$ cat config.mk
export PLATFORM = sky130hd
export DESIGN_NAME = if_fetch_flat
export DESIGN_NICKNAME = d
export VERILOG_FILES = /design/src/rtl/if_fetch_pkg.sv /design/src/rtl/if_fetch_if.sv /design/src/rtl/if_fetch_predecode.sv /design/src/rtl/if_fetch.sv /design/src/flat_wrapper.sv
export SDC_FILE = /design/constraint.sdc
export NUM_CORES = 1
export LEC_CHECK = 0
export ABC_AREA = 1
export CAP_MARGIN = 10
export CORE_MARGIN = 1.5
export CORE_UTILIZATION = 41
export DETAILED_ROUTE_END_ITERATION = 6
export GPL_ROUTABILITY_DRIVEN = 0
export HOLD_SLACK_MARGIN = 0.08
export SYNTH_ARGS = -nofsm -noshare
export SYNTH_HDL_FRONTEND = slang
export SYNTH_SLANG_ARGS = --single-unit
$ cat constraint.sdc
create_clock -name clk -period 2 [get_ports clk]
set_input_delay 0.4 -clock clk [delete_from_list [all_inputs] [get_ports clk]]
set_output_delay 0.4 -clock clk [all_outputs]
set_load 0.05 [all_outputs]
$ cat src/rtl/if_fetch_pkg.sv
// Shared definitions for the instruction-fetch stage and its predecoder.
// Covers the opcode map, FSM encoding and predecode payload.
package if_fetch_pkg;

    localparam int unsigned INSTR_W = 8;
    localparam int unsigned OPC_W   = 2;

    localparam logic [OPC_W-1:0] OP_ALU    = 2'b00;
    localparam logic [OPC_W-1:0] OP_LOAD   = 2'b01;
    localparam logic [OPC_W-1:0] OP_BRANCH = 2'b10;
    localparam logic [OPC_W-1:0] OP_HALT   = 2'b11;

    typedef enum logic [1:0] {
        IDLE = 2'd0,
        RUN  = 2'd1,
        HALT = 2'd2
    } fetch_state_e;

    typedef struct packed {
        logic write_reg;
        logic signal_to_reg;
        logic is_halt;
    } predec_t;

    // The opcode lives in the top bits of every instruction word.
    function automatic logic [OPC_W-1:0] opcode_of(input logic [INSTR_W-1:0] instr);
        return instr[INSTR_W-1 -: OPC_W];
    endfunction

endpackage

$ cat src/rtl/if_fetch_if.sv
// IF-stage handshake bundle: control/program-load inputs and the IF/ID payload.
// The slave modport belongs to the fetch stage and the master modport to its environment.
interface if_fetch_if #(
    parameter int unsigned PC_W = 4
) ();
    import if_fetch_pkg::*;

    logic                 start;
    logic                 ready_in;
    logic                 redirect_valid;
    logic [PC_W-1:0]      redirect_target;
    logic                 imem_we;
    logic [PC_W-1:0]      imem_waddr;
    logic [INSTR_W-1:0]   imem_wdata;

    logic [INSTR_W-1:0]   instruction_out;
    logic                 writeReg_out;
    logic                 signaltoReg_out;
    logic [PC_W-1:0]      pc_out;
    logic                 valid_out;
    logic                 halted;

    modport master (
        output start, ready_in, redirect_valid, redirect_target,
               imem_we, imem_waddr, imem_wdata,
        input  instruction_out, writeReg_out, signaltoReg_out,
               pc_out, valid_out, halted
    );

    modport slave (
        input  start, ready_in, redirect_valid, redirect_target,
               imem_we, imem_waddr, imem_wdata,
        output instruction_out, writeReg_out, signaltoReg_out,
               pc_out, valid_out, halted
    );

endinterface

$ cat src/rtl/if_fetch_predecode.sv
// Combinational predecode of an instruction word into writeback control bits.
// Shared with the decode stage so both interpret opcodes identically.
module if_fetch_predecode
    import if_fetch_pkg::*;
(
    input  logic [INSTR_W-1:0] instr_i,
    output predec_t            predec_c_o
);

    logic [OPC_W-1:0] opcode;
    logic             unused_operand;

    assign opcode         = opcode_of(instr_i);
    assign unused_operand = ^instr_i[INSTR_W-OPC_W-1:0];

    // ALU and LOAD write a register; only LOAD takes its writeback from memory.
    assign predec_c_o.write_reg     = (opcode == OP_ALU) || (opcode == OP_LOAD);
    assign predec_c_o.signal_to_reg = (opcode == OP_LOAD);
    assign predec_c_o.is_halt       = (opcode == OP_HALT);

endmodule

$ cat src/rtl/if_fetch.sv
// Instruction-fetch stage: PC, instruction memory and the registered IF/ID
// producer outputs, with stall, branch redirect and halt handling.
module if_fetch
    import if_fetch_pkg::*;
#(
    parameter int unsigned IMEM_DEPTH = 16,
    parameter int unsigned PC_W       = 4
) (
    input  logic       clk,
    input  logic       reset,
    if_fetch_if.slave  fetch_if
);

    fetch_state_e       state_q, state_d;
    logic [PC_W-1:0]    pc_q, pc_d;
    logic [INSTR_W-1:0] instr_q, instr_d;
    logic               write_reg_q, write_reg_d;
    logic               signal_to_reg_q, signal_to_reg_d;
    logic [PC_W-1:0]    pc_out_q, pc_out_d;
    logic               valid_q, valid_d;
    logic               halted_q, halted_d;

    logic [INSTR_W-1:0] mem_q [IMEM_DEPTH];
    logic [INSTR_W-1:0] fetch_word;
    predec_t            fetch_pd;

    // Asynchronous read; a same-cycle write lands at the edge so the fetch sees old data.
    assign fetch_word = mem_q[pc_q];

    always_ff @(posedge clk) begin
        if (reset && fetch_if.imem_we) begin
            mem_q[fetch_if.imem_waddr] <= fetch_if.imem_wdata;
        end
    end

    if_fetch_predecode u_predecode (
        .instr_i    (fetch_word),
        .predec_c_o (fetch_pd)
    );

    always_ff @(posedge clk) begin
        if (!reset) begin
            state_q         <= IDLE;
            pc_q            <= '0;
            instr_q         <= '0;
            write_reg_q     <= 1'b0;
            signal_to_reg_q <= 1'b0;
            pc_out_q        <= '0;
            valid_q         <= 1'b0;
            halted_q        <= 1'b0;
        end else begin
            state_q         <= state_d;
            pc_q            <= pc_d;
            instr_q         <= instr_d;
            write_reg_q     <= write_reg_d;
            signal_to_reg_q <= signal_to_reg_d;
            pc_out_q        <= pc_out_d;
            valid_q         <= valid_d;
            halted_q        <= halted_d;
        end
    end

    always_comb begin
        state_d         = state_q;
        pc_d            = pc_q;
        instr_d         = instr_q;
        write_reg_d     = write_reg_q;
        signal_to_reg_d = signal_to_reg_q;
        pc_out_d        = pc_out_q;
        valid_d         = valid_q;
        halted_d        = halted_q;

        case (state_q)
            IDLE: begin
                valid_d = 1'b0;
                if (fetch_if.start) begin
                    state_d = RUN;
                    pc_d    = '0;
                end
            end
            RUN: begin
                // Redirect wins over stall: the bubble is inserted even when IF/ID is full.
                if (fetch_if.redirect_valid) begin
                    pc_d    = fetch_if.redirect_target;
                    valid_d = 1'b0;
                end else if (fetch_if.ready_in) begin
                    instr_d         = fetch_word;
                    write_reg_d     = fetch_pd.write_reg;
                    signal_to_reg_d = fetch_pd.signal_to_reg;
                    pc_out_d        = pc_q;
                    valid_d         = 1'b1;
                    if (fetch_pd.is_halt) begin
                        state_d  = HALT;
                        halted_d = 1'b1;
                    end else begin
                        pc_d = pc_q + PC_W'(1);
                    end
                end
            end
            HALT: begin
                halted_d = 1'b1;
                if (fetch_if.ready_in) begin
                    valid_d = 1'b0;
                end
            end
            default: begin
                state_d = IDLE;
            end
        endcase
    end

    assign fetch_if.instruction_out = instr_q;
    assign fetch_if.writeReg_out    = write_reg_q;
    assign fetch_if.signaltoReg_out = signal_to_reg_q;
    assign fetch_if.pc_out          = pc_out_q;
    assign fetch_if.valid_out       = valid_q;
    assign fetch_if.halted          = halted_q;

endmodule

$ cat src/flat_wrapper.sv
// flat-port wrapper written by rule: the top's interface ports become plain ports
module if_fetch_flat import if_fetch_pkg::*;
#(
    parameter int unsigned IMEM_DEPTH = 16,
    parameter int unsigned PC_W       = 4
)
  (clk, reset, fetch_if_start, fetch_if_ready_in, fetch_if_redirect_valid, fetch_if_redirect_target, fetch_if_imem_we, fetch_if_imem_waddr, fetch_if_imem_wdata, fetch_if_instruction_out, fetch_if_writeReg_out, fetch_if_signaltoReg_out, fetch_if_pc_out, fetch_if_valid_out, fetch_if_halted);
  if_fetch_if #(.PC_W(PC_W)) fetch_if_i ();
  input  logic clk;
  input  logic reset;
  input wire logic [$bits(fetch_if_i.start)-1:0] fetch_if_start;
  input wire logic [$bits(fetch_if_i.ready_in)-1:0] fetch_if_ready_in;
  input wire logic [$bits(fetch_if_i.redirect_valid)-1:0] fetch_if_redirect_valid;
  input wire logic [$bits(fetch_if_i.redirect_target)-1:0] fetch_if_redirect_target;
  input wire logic [$bits(fetch_if_i.imem_we)-1:0] fetch_if_imem_we;
  input wire logic [$bits(fetch_if_i.imem_waddr)-1:0] fetch_if_imem_waddr;
  input wire logic [$bits(fetch_if_i.imem_wdata)-1:0] fetch_if_imem_wdata;
  output wire logic [$bits(fetch_if_i.instruction_out)-1:0] fetch_if_instruction_out;
  output wire logic [$bits(fetch_if_i.writeReg_out)-1:0] fetch_if_writeReg_out;
  output wire logic [$bits(fetch_if_i.signaltoReg_out)-1:0] fetch_if_signaltoReg_out;
  output wire logic [$bits(fetch_if_i.pc_out)-1:0] fetch_if_pc_out;
  output wire logic [$bits(fetch_if_i.valid_out)-1:0] fetch_if_valid_out;
  output wire logic [$bits(fetch_if_i.halted)-1:0] fetch_if_halted;
  assign fetch_if_i.start = fetch_if_start;
  assign fetch_if_i.ready_in = fetch_if_ready_in;
  assign fetch_if_i.redirect_valid = fetch_if_redirect_valid;
  assign fetch_if_i.redirect_target = fetch_if_redirect_target;
  assign fetch_if_i.imem_we = fetch_if_imem_we;
  assign fetch_if_i.imem_waddr = fetch_if_imem_waddr;
  assign fetch_if_i.imem_wdata = fetch_if_imem_wdata;
  assign fetch_if_instruction_out = fetch_if_i.instruction_out;
  assign fetch_if_writeReg_out = fetch_if_i.writeReg_out;
  assign fetch_if_signaltoReg_out = fetch_if_i.signaltoReg_out;
  assign fetch_if_pc_out = fetch_if_i.pc_out;
  assign fetch_if_valid_out = fetch_if_i.valid_out;
  assign fetch_if_halted = fetch_if_i.halted;
  if_fetch #(.IMEM_DEPTH(IMEM_DEPTH), .PC_W(PC_W)) u_core (.clk(clk), .reset(reset), .fetch_if(fetch_if_i));
endmodule
==> results of run 1 <==
==> cell usage after synthesis <==
library cell,number,area (µm²)
nor2_2,1,6.26
clkbuf_1,7,26.3
dfxtp_1,26,521
o21ai_0,55,275
buf_4,6,45.0
a31oi_2,1,12.5
a21oi_1,11,55.1
buf_2,5,25.0
nor2_1,116,435
nand3_4,1,17.5
nand2_1,71,267
a211oi_1,1,7.51
nand3_1,30,150
nand3b_1,3,22.5
inv_1,35,131
a22oi_1,1,7.51
o221ai_1,1,8.76
o211ai_1,15,113
nand2_2,4,25.0
clkinv_1,1,3.75
o211ai_2,2,25.0
o21ai_1,19,95.1
xnor2_1,1,8.76
o22ai_1,8,50.1
buf_6,7,78.8
xor2_1,1,8.76
ha_1,1,12.5
buf_8,1,15.0
inv_2,4,15.0
edfxtp_1,128,3840
==> routing by layer <==
metal,up-vias,wire length [µm],part of all wire (%)
met2,100,7720,51
met4,0,185,1.2
li1,2107,-,-
met5,-,0,0
met1,2126,6490,43
met3,14,607,4.0
==> what timing repair did <==
item	4_1_cts	5_1_grt
endpoints found under the setup margin	1	7
resized for setup	1	7
pin swaps	0	0
==> worst min path at each step <==
stage,start,endpoint,slack [ns]
global placement,u_core.fetch_if.signaltoReg_out,u_core.fetch_if.signaltoReg_out,0.46
finish,u_core.fetch_if.instruction_out[6],u_core.fetch_if.instruction_out[6],0.47
global route,u_core.fetch_if.instruction_out[7],u_core.fetch_if.instruction_out[7],0.49
detailed placement,u_core.fetch_if.instruction_out[6],u_core.fetch_if.instruction_out[6],0.46
floorplan,u_core.pc_q[0],u_core.fetch_if.pc_out[0],0.48
CTS,u_core.fetch_if.instruction_out[6],u_core.fetch_if.instruction_out[6],0.48
==> registers in the layout (all words and copies together), names as in the netlist, named ones only <==
| signal | count |
|---|---|
| u_core.fetch_if.signaltoReg_out | 1 |
| u_core.fetch_if.valid_out | 1 |
| u_core.pc_q | 4 |
| u_core.fetch_if.instruction_out | 8 |
| u_core.fetch_if.pc_out | 4 |
| u_core.mem_q | 128 |
| u_core.fetch_if.halted | 1 |
| u_core.state_q | 2 |
| u_core.fetch_if.writeReg_out | 1 |
==> through the flow <==
stage | total power (W) | cell area [µm²] | setup slack (ns) | hold slack (ns)
after CTS | 0.00815 | 7760 | 0.00790 | 0.475
final | 0.00809 | 7780 | 0.0477 | 0.467
after global placement | 0.00457 | 7100 | 0.0130 | 0.457
after detailed placement | 0.00458 | 7100 | 0.00716 | 0.464
after global routing | 0.00836 | 7780 | 0.00266 | 0.494
after floorplan | 0.00423 | 6310 | 0.575 | 0.482
==> layout make-up <==
class,instances,area share (%)
Clock inverter,15,3.06
Inverter,40,1.93
Multi-Input combinational cell,343,20.6
Clock buffer,17,5.47
Sequential cell,154,56.1
Tap cell,188,3.02
Timing Repair Buffer,80,9.77
==> cell families after synthesis <==
group           count (synthesis)
xor+xnor                        2
buf+inv                        66
flops                         154
compound gates                114
fa+ha+maj                       1
simple gates                  226
==> where the power goes <==
group | internal, W | switching, W
Combinational | 0.000316 | 0.000614
Sequential | 0.00354 | 0.0000407
Clock | 0.00225 | 0.00133
==> results_dict.tcl, run 1 <==
set metrics [dict create \
    wl_per_cell_um 17.9 \
    fin_cells 837 \
    synth_seq_area_share_pct 69.2 \
    crit_end "fetch_if_instruction_out[0]" \
    cts.clk_slew.worst_paths_ns 0.06 \
    diodes 0 \
    hold_class "reg2reg" \
    ff2ff_setup_slack_ns 0.19 \
    clock_skew_ns 0.00762 \
    powerDensity_nw_per_um2 1040 \
    final_common_cell "edfxtp_1" \
    antenna_found_initial 0 \
    synth_top_family_by_area "simple AND/OR/NAND/NOR gates" \
    grt_usage_pct 19.5 \
    synthesis.nets 586 \
    drv_cap 0 \
    yosys_warnings 0 \
    syn_area_um2 6310 \
    ys_seq_elements 154 \
    clockBufferDepth 2 \
    final_cell_mix "edfxtp_1 (128), nor2_1 (116), nand2_1 (71), o21ai_0 (55), buf_4 (39)" \
    synth_cell_types 30 \
    min_path_cells 2 \
    post-route-util_pct 51.5 \
    hold_buffers 0 \
    use_met3_pct 4.61 \
    cts_tree "yes" \
    numCtsBuffers 17 \
    postCtsSetupBuffers 0 \
    required_ns 1.60 \
    ant_nets 0 \
    cp_max_fo 2 \
    cts_root_buf "clkbuf_16" \
    die_h_um 127 \
    status "finished clean" \
    fp.dieW_um 127 \
    multi_input_area_um2 1600 \
    finalSetupViolCount 0 \
    ir_drop_v 0.000735 \
    yosys.area_share.simple_pct 14.6 \
    setup-tns-final_ns 0 \
    portBuffers 37 \
    row_count 45 \
    syn_inst 563 \
    grt_pass1_wl_um 23200 \
    path_buf_inv 1 \
    r2r_cells 11 \
    drt_iter0_markers 342 \
    cp.depth 1 \
    h-tree-depth 4 \
    design.core.area_um2 15100 \
    gr-usage-met1_pct 24.1 \
    cp-startpoint "u_core.fetch_if.instruction_out[0]" \
    synth_xor_area_share_pct 0.278 \
    grt_util_met2_pct 34.1 \
    p_leak_nw 3.01 \
    endpoint_kind "primary output" \
    start_util_pct 41.8 \
    slew_headroom_pct 65.6 \
    cp.arrival_ns 1.55 \
    seq_area_um2 4370 \
    drt-pass1-iter-count 4 \
    clk_latency_ns 0.42 \
    vias 4347 \
    slew_violations 0 \
    dp_hpwl_um 9680 \
    fillers 1306 \
    clock-sinks 154 \
    via_per_inst 5.19 \
    synth_fa_ha_area_share_pct 0.198 \
    crit_type "reg2out" \
    routed_wirelength_um 15000 \
    final_nets 659 \
    fin_crit_sh_pct 97.6 \
    rsz0062_at_grt "false" \
    period_needed_ns 1.95 \
    hold_violations 0 \
    dp.cells 805 \
    grt_pass1_vias 4320 \
    drc 0 \
    crit_chain "clkdlybuf4s50_1" \
    busiest_layer "met2" \
    grt-ovfl-total 0 \
    synth_compound_gate_area_share_pct 10.3 \
    synthMuxAreaShare_pct 0 \
    max_freq_mhz 512 \
    start_kind "flip-flop" \
    drive_above_1_share_pct 13.6 \
    crit_family "buffers and inverters" \
    grt_start_max_net_pins 49 \
    avgSynthCellArea_um2 11.2 \
    cpMaxStageDelayCell "clkdlybuf4s50_1" \
    worstMarginPinSlew_ns 0.515 \
    boundaryPins 38 \
    max_stage_delay_ns 0.80 \
    area_growth_pct 23.3 \
    fp.dieArea_um2 16100 \
]
Note: power is estimated with default switching activity, not from simulation.
==> run 2, diff against run 1 <==
--- a/config.mk
+++ b/config.mk
@@ -8,10 +8,11 @@
 export ABC_AREA = 1
 export CAP_MARGIN = 10
 export CORE_MARGIN = 1.5
-export CORE_UTILIZATION = 41
+export CORE_UTILIZATION = 59
 export DETAILED_ROUTE_END_ITERATION = 6
 export GPL_ROUTABILITY_DRIVEN = 0
 export HOLD_SLACK_MARGIN = 0.08
+export PLACE_DENSITY = 0.79
 export SYNTH_ARGS = -nofsm -noshare
 export SYNTH_HDL_FRONTEND = slang
 export SYNTH_SLANG_ARGS = --single-unit
==> results_dict.tcl, run 2 (synthesis gave the netlist of run 1 again) <==
set metrics [dict create \
    ir_drop_v 0.000632 \
    via_per_inst 5.81 \
    grt_start_max_net_pins 65 \
    final_area_um2 7550 \
    numCtsBuffers 17 \
    min_path_cells 2 \
    cp.depth 11 \
    die_h_um 106 \
    ant_nets 0 \
    grt-ovfl-total 0 \
    endpoint_kind "flip-flop" \
    clock-sinks 154 \
    fp.dieArea_um2 11300 \
    powerDensity_nw_per_um2 1010 \
    fillers 674 \
    place_ws_ns 0.0310 \
    r2r_cells 11 \
    multi_input_area_um2 1600 \
    fin_cells 782 \
    hold_buffers 0 \
    design.core.area_um2 10400 \
    cts.clk_slew.worst_paths_ns 0.06 \
    path_buf_inv 2 \
    wl_per_cell_um 18.6 \
    start_kind "flip-flop" \
    dp_hpwl_um 9200 \
    max_freq_mhz 550 \
    cts_root_buf "clkbuf_8" \
    antenna_found_initial 0 \
    crit_family "simple AND/OR/NAND/NOR gates" \
    routed_wirelength_um 14500 \
    portBuffers 37 \
    vias 4540 \
    grt_pass1_wl_um 23100 \
    cts_tree "yes" \
    p_leak_nw 2.88 \
    crit_chain "inv_2 > buf_12 > nand2_1 > nand3_1 > nand3_1 > nand3_1 > nand2_2 > nand3_4 > nand2_2 > nor2_1 > nor2_1" \
    rsz0062_at_grt "false" \
    crit_type "reg2reg" \
    placed_area_um2 7000 \
    status "finished clean" \
    worstMarginPinSlew_ns 0.507 \
    boundaryPins 38 \
    crit_path_frequent_cell "nand3_1" \
    start_util_pct 60.8 \
    largest_reg_flops 128 \
    final_nets 656 \
    h-tree-depth 4 \
    whs_ns 0.467 \
    clock_skew_ns 0.00456 \
    hold_violations 0 \
    fp.dieW_um 106 \
    final_cell_mix "edfxtp_1 (128), nor2_1 (116), nand2_1 (71), o21ai_0 (55), buf_4 (37)" \
    drive_above_1_share_pct 12.5 \
    period_needed_ns 1.82 \
    layout_setup_ws_ns 0.183 \
    drc 0 \
    row_count 37 \
    hold_class "reg2reg" \
    fin_crit_sh_pct 90.8 \
    cp_max_fo 33 \
    setup-tns-final_ns 0 \
    grt_pass1_vias 4514 \
    postCtsSetupBuffers 0 \
    diodes 0 \
    cp.arrival_ns 2.23 \
    clockBufferDepth 2 \
    final_common_cell "edfxtp_1" \
    drt-pass1-iter-count 5 \
    seq_area_um2 4370 \
    drt_iter0_markers 622 \
    top_register "u_core.mem_q" \
    finalSetupViolCount 0 \
    grt_usage_pct 27.8 \
    clk_latency_ns 0.52 \
    slew_headroom_pct 66.4 \
    required_ns 2.41 \
    drv_cap 0 \
    slew_violations 0 \
    max_stage_delay_ns 0.34 \
    dp.cells 750 \
    area_growth_pct 19.7 \
    cpMaxStageDelayCell "dfxtp_2" \
]
[run 2: changes by cell type in the layout (fill, tap and decap cells not counted), moves of 2 or more]
cell / change
clkdlybuf4s50_1: -8
inv_8: -3
dlygate4sd2_1: +15
buf_4: -2
dlymetal6s2s_1: -7
clkbuf_1: +3
clkinv_2: +2
bufinv_16: -2
[run 2: worst reg2reg max path, cell delays in order (launching register included)]
cell	delay, ns
dfxtp_2	0.34
inv_2	0.15
buf_12	0.21
nand2_1	0.09
nand3_1	0.10
nand3_1	0.13
nand3_1	0.15
nand2_2	0.12
nand3_4	0.13
nand2_2	0.06
nor2_1	0.15
nor2_1	0.07
[run 2: cell type report]
| type | instances | share of cell area (%) |
|---|---|---|
| sequential | 154 | 57.8 |
| multi-input combinational | 343 | 21.2 |
| timing repair buffer | 77 | 9.12 |
| clock buffer | 20 | 5.63 |
| tap | 136 | 2.25 |
| inverter | 40 | 1.99 |
| clock inverter | 12 | 1.96 |
[run 2: timing repair]
action	CTS	global route
gates resized for setup	16	0
endpoints found under the setup margin	16	0
endpoints found under the hold margin	0	0
[run 2: stage by stage]
step                power (W)  utilization, %
finish                0.00760            72.8
global route          0.00786            72.8
CTS                   0.00762            72.8
detailed placement    0.00455            67.5
global placement      0.00452            67.5
floorplan             0.00423               -
[run 2: report_power, final]
group / leakage, nW / total (W) / switching, W / internal [W]
logic: 1.24 / 0.000914 / 0.000613 / 0.000301
registers: 1.37 / 0.00358 / 0.0000376 / 0.00354
clock network: 0.271 / 0.00311 / 0.00121 / 0.00189
total: 2.88 / 0.00760 / 0.00187 / 0.00574
[run 2: worst paths after layout]
path	start	end	slack, ns
worst max register to register	flip-flop	flip-flop	0.18
worst max-delay path	flip-flop	flip-flop	0.18
worst min register to register	u_core.fetch_if.instruction_out[7]	u_core.fetch_if.instruction_out[7]	0.47
worst min-delay path	u_core.fetch_if.instruction_out[7]	u_core.fetch_if.instruction_out[7]	0.47
[run 2: per-layer routing]
metal / global-route usage [%] / part of all wire [%]
met1: 35.1 / 39
met2: 43.8 / 48
met3: 9.07 / 10
met4: 12.9 / 3.2
met5: 0 / 0
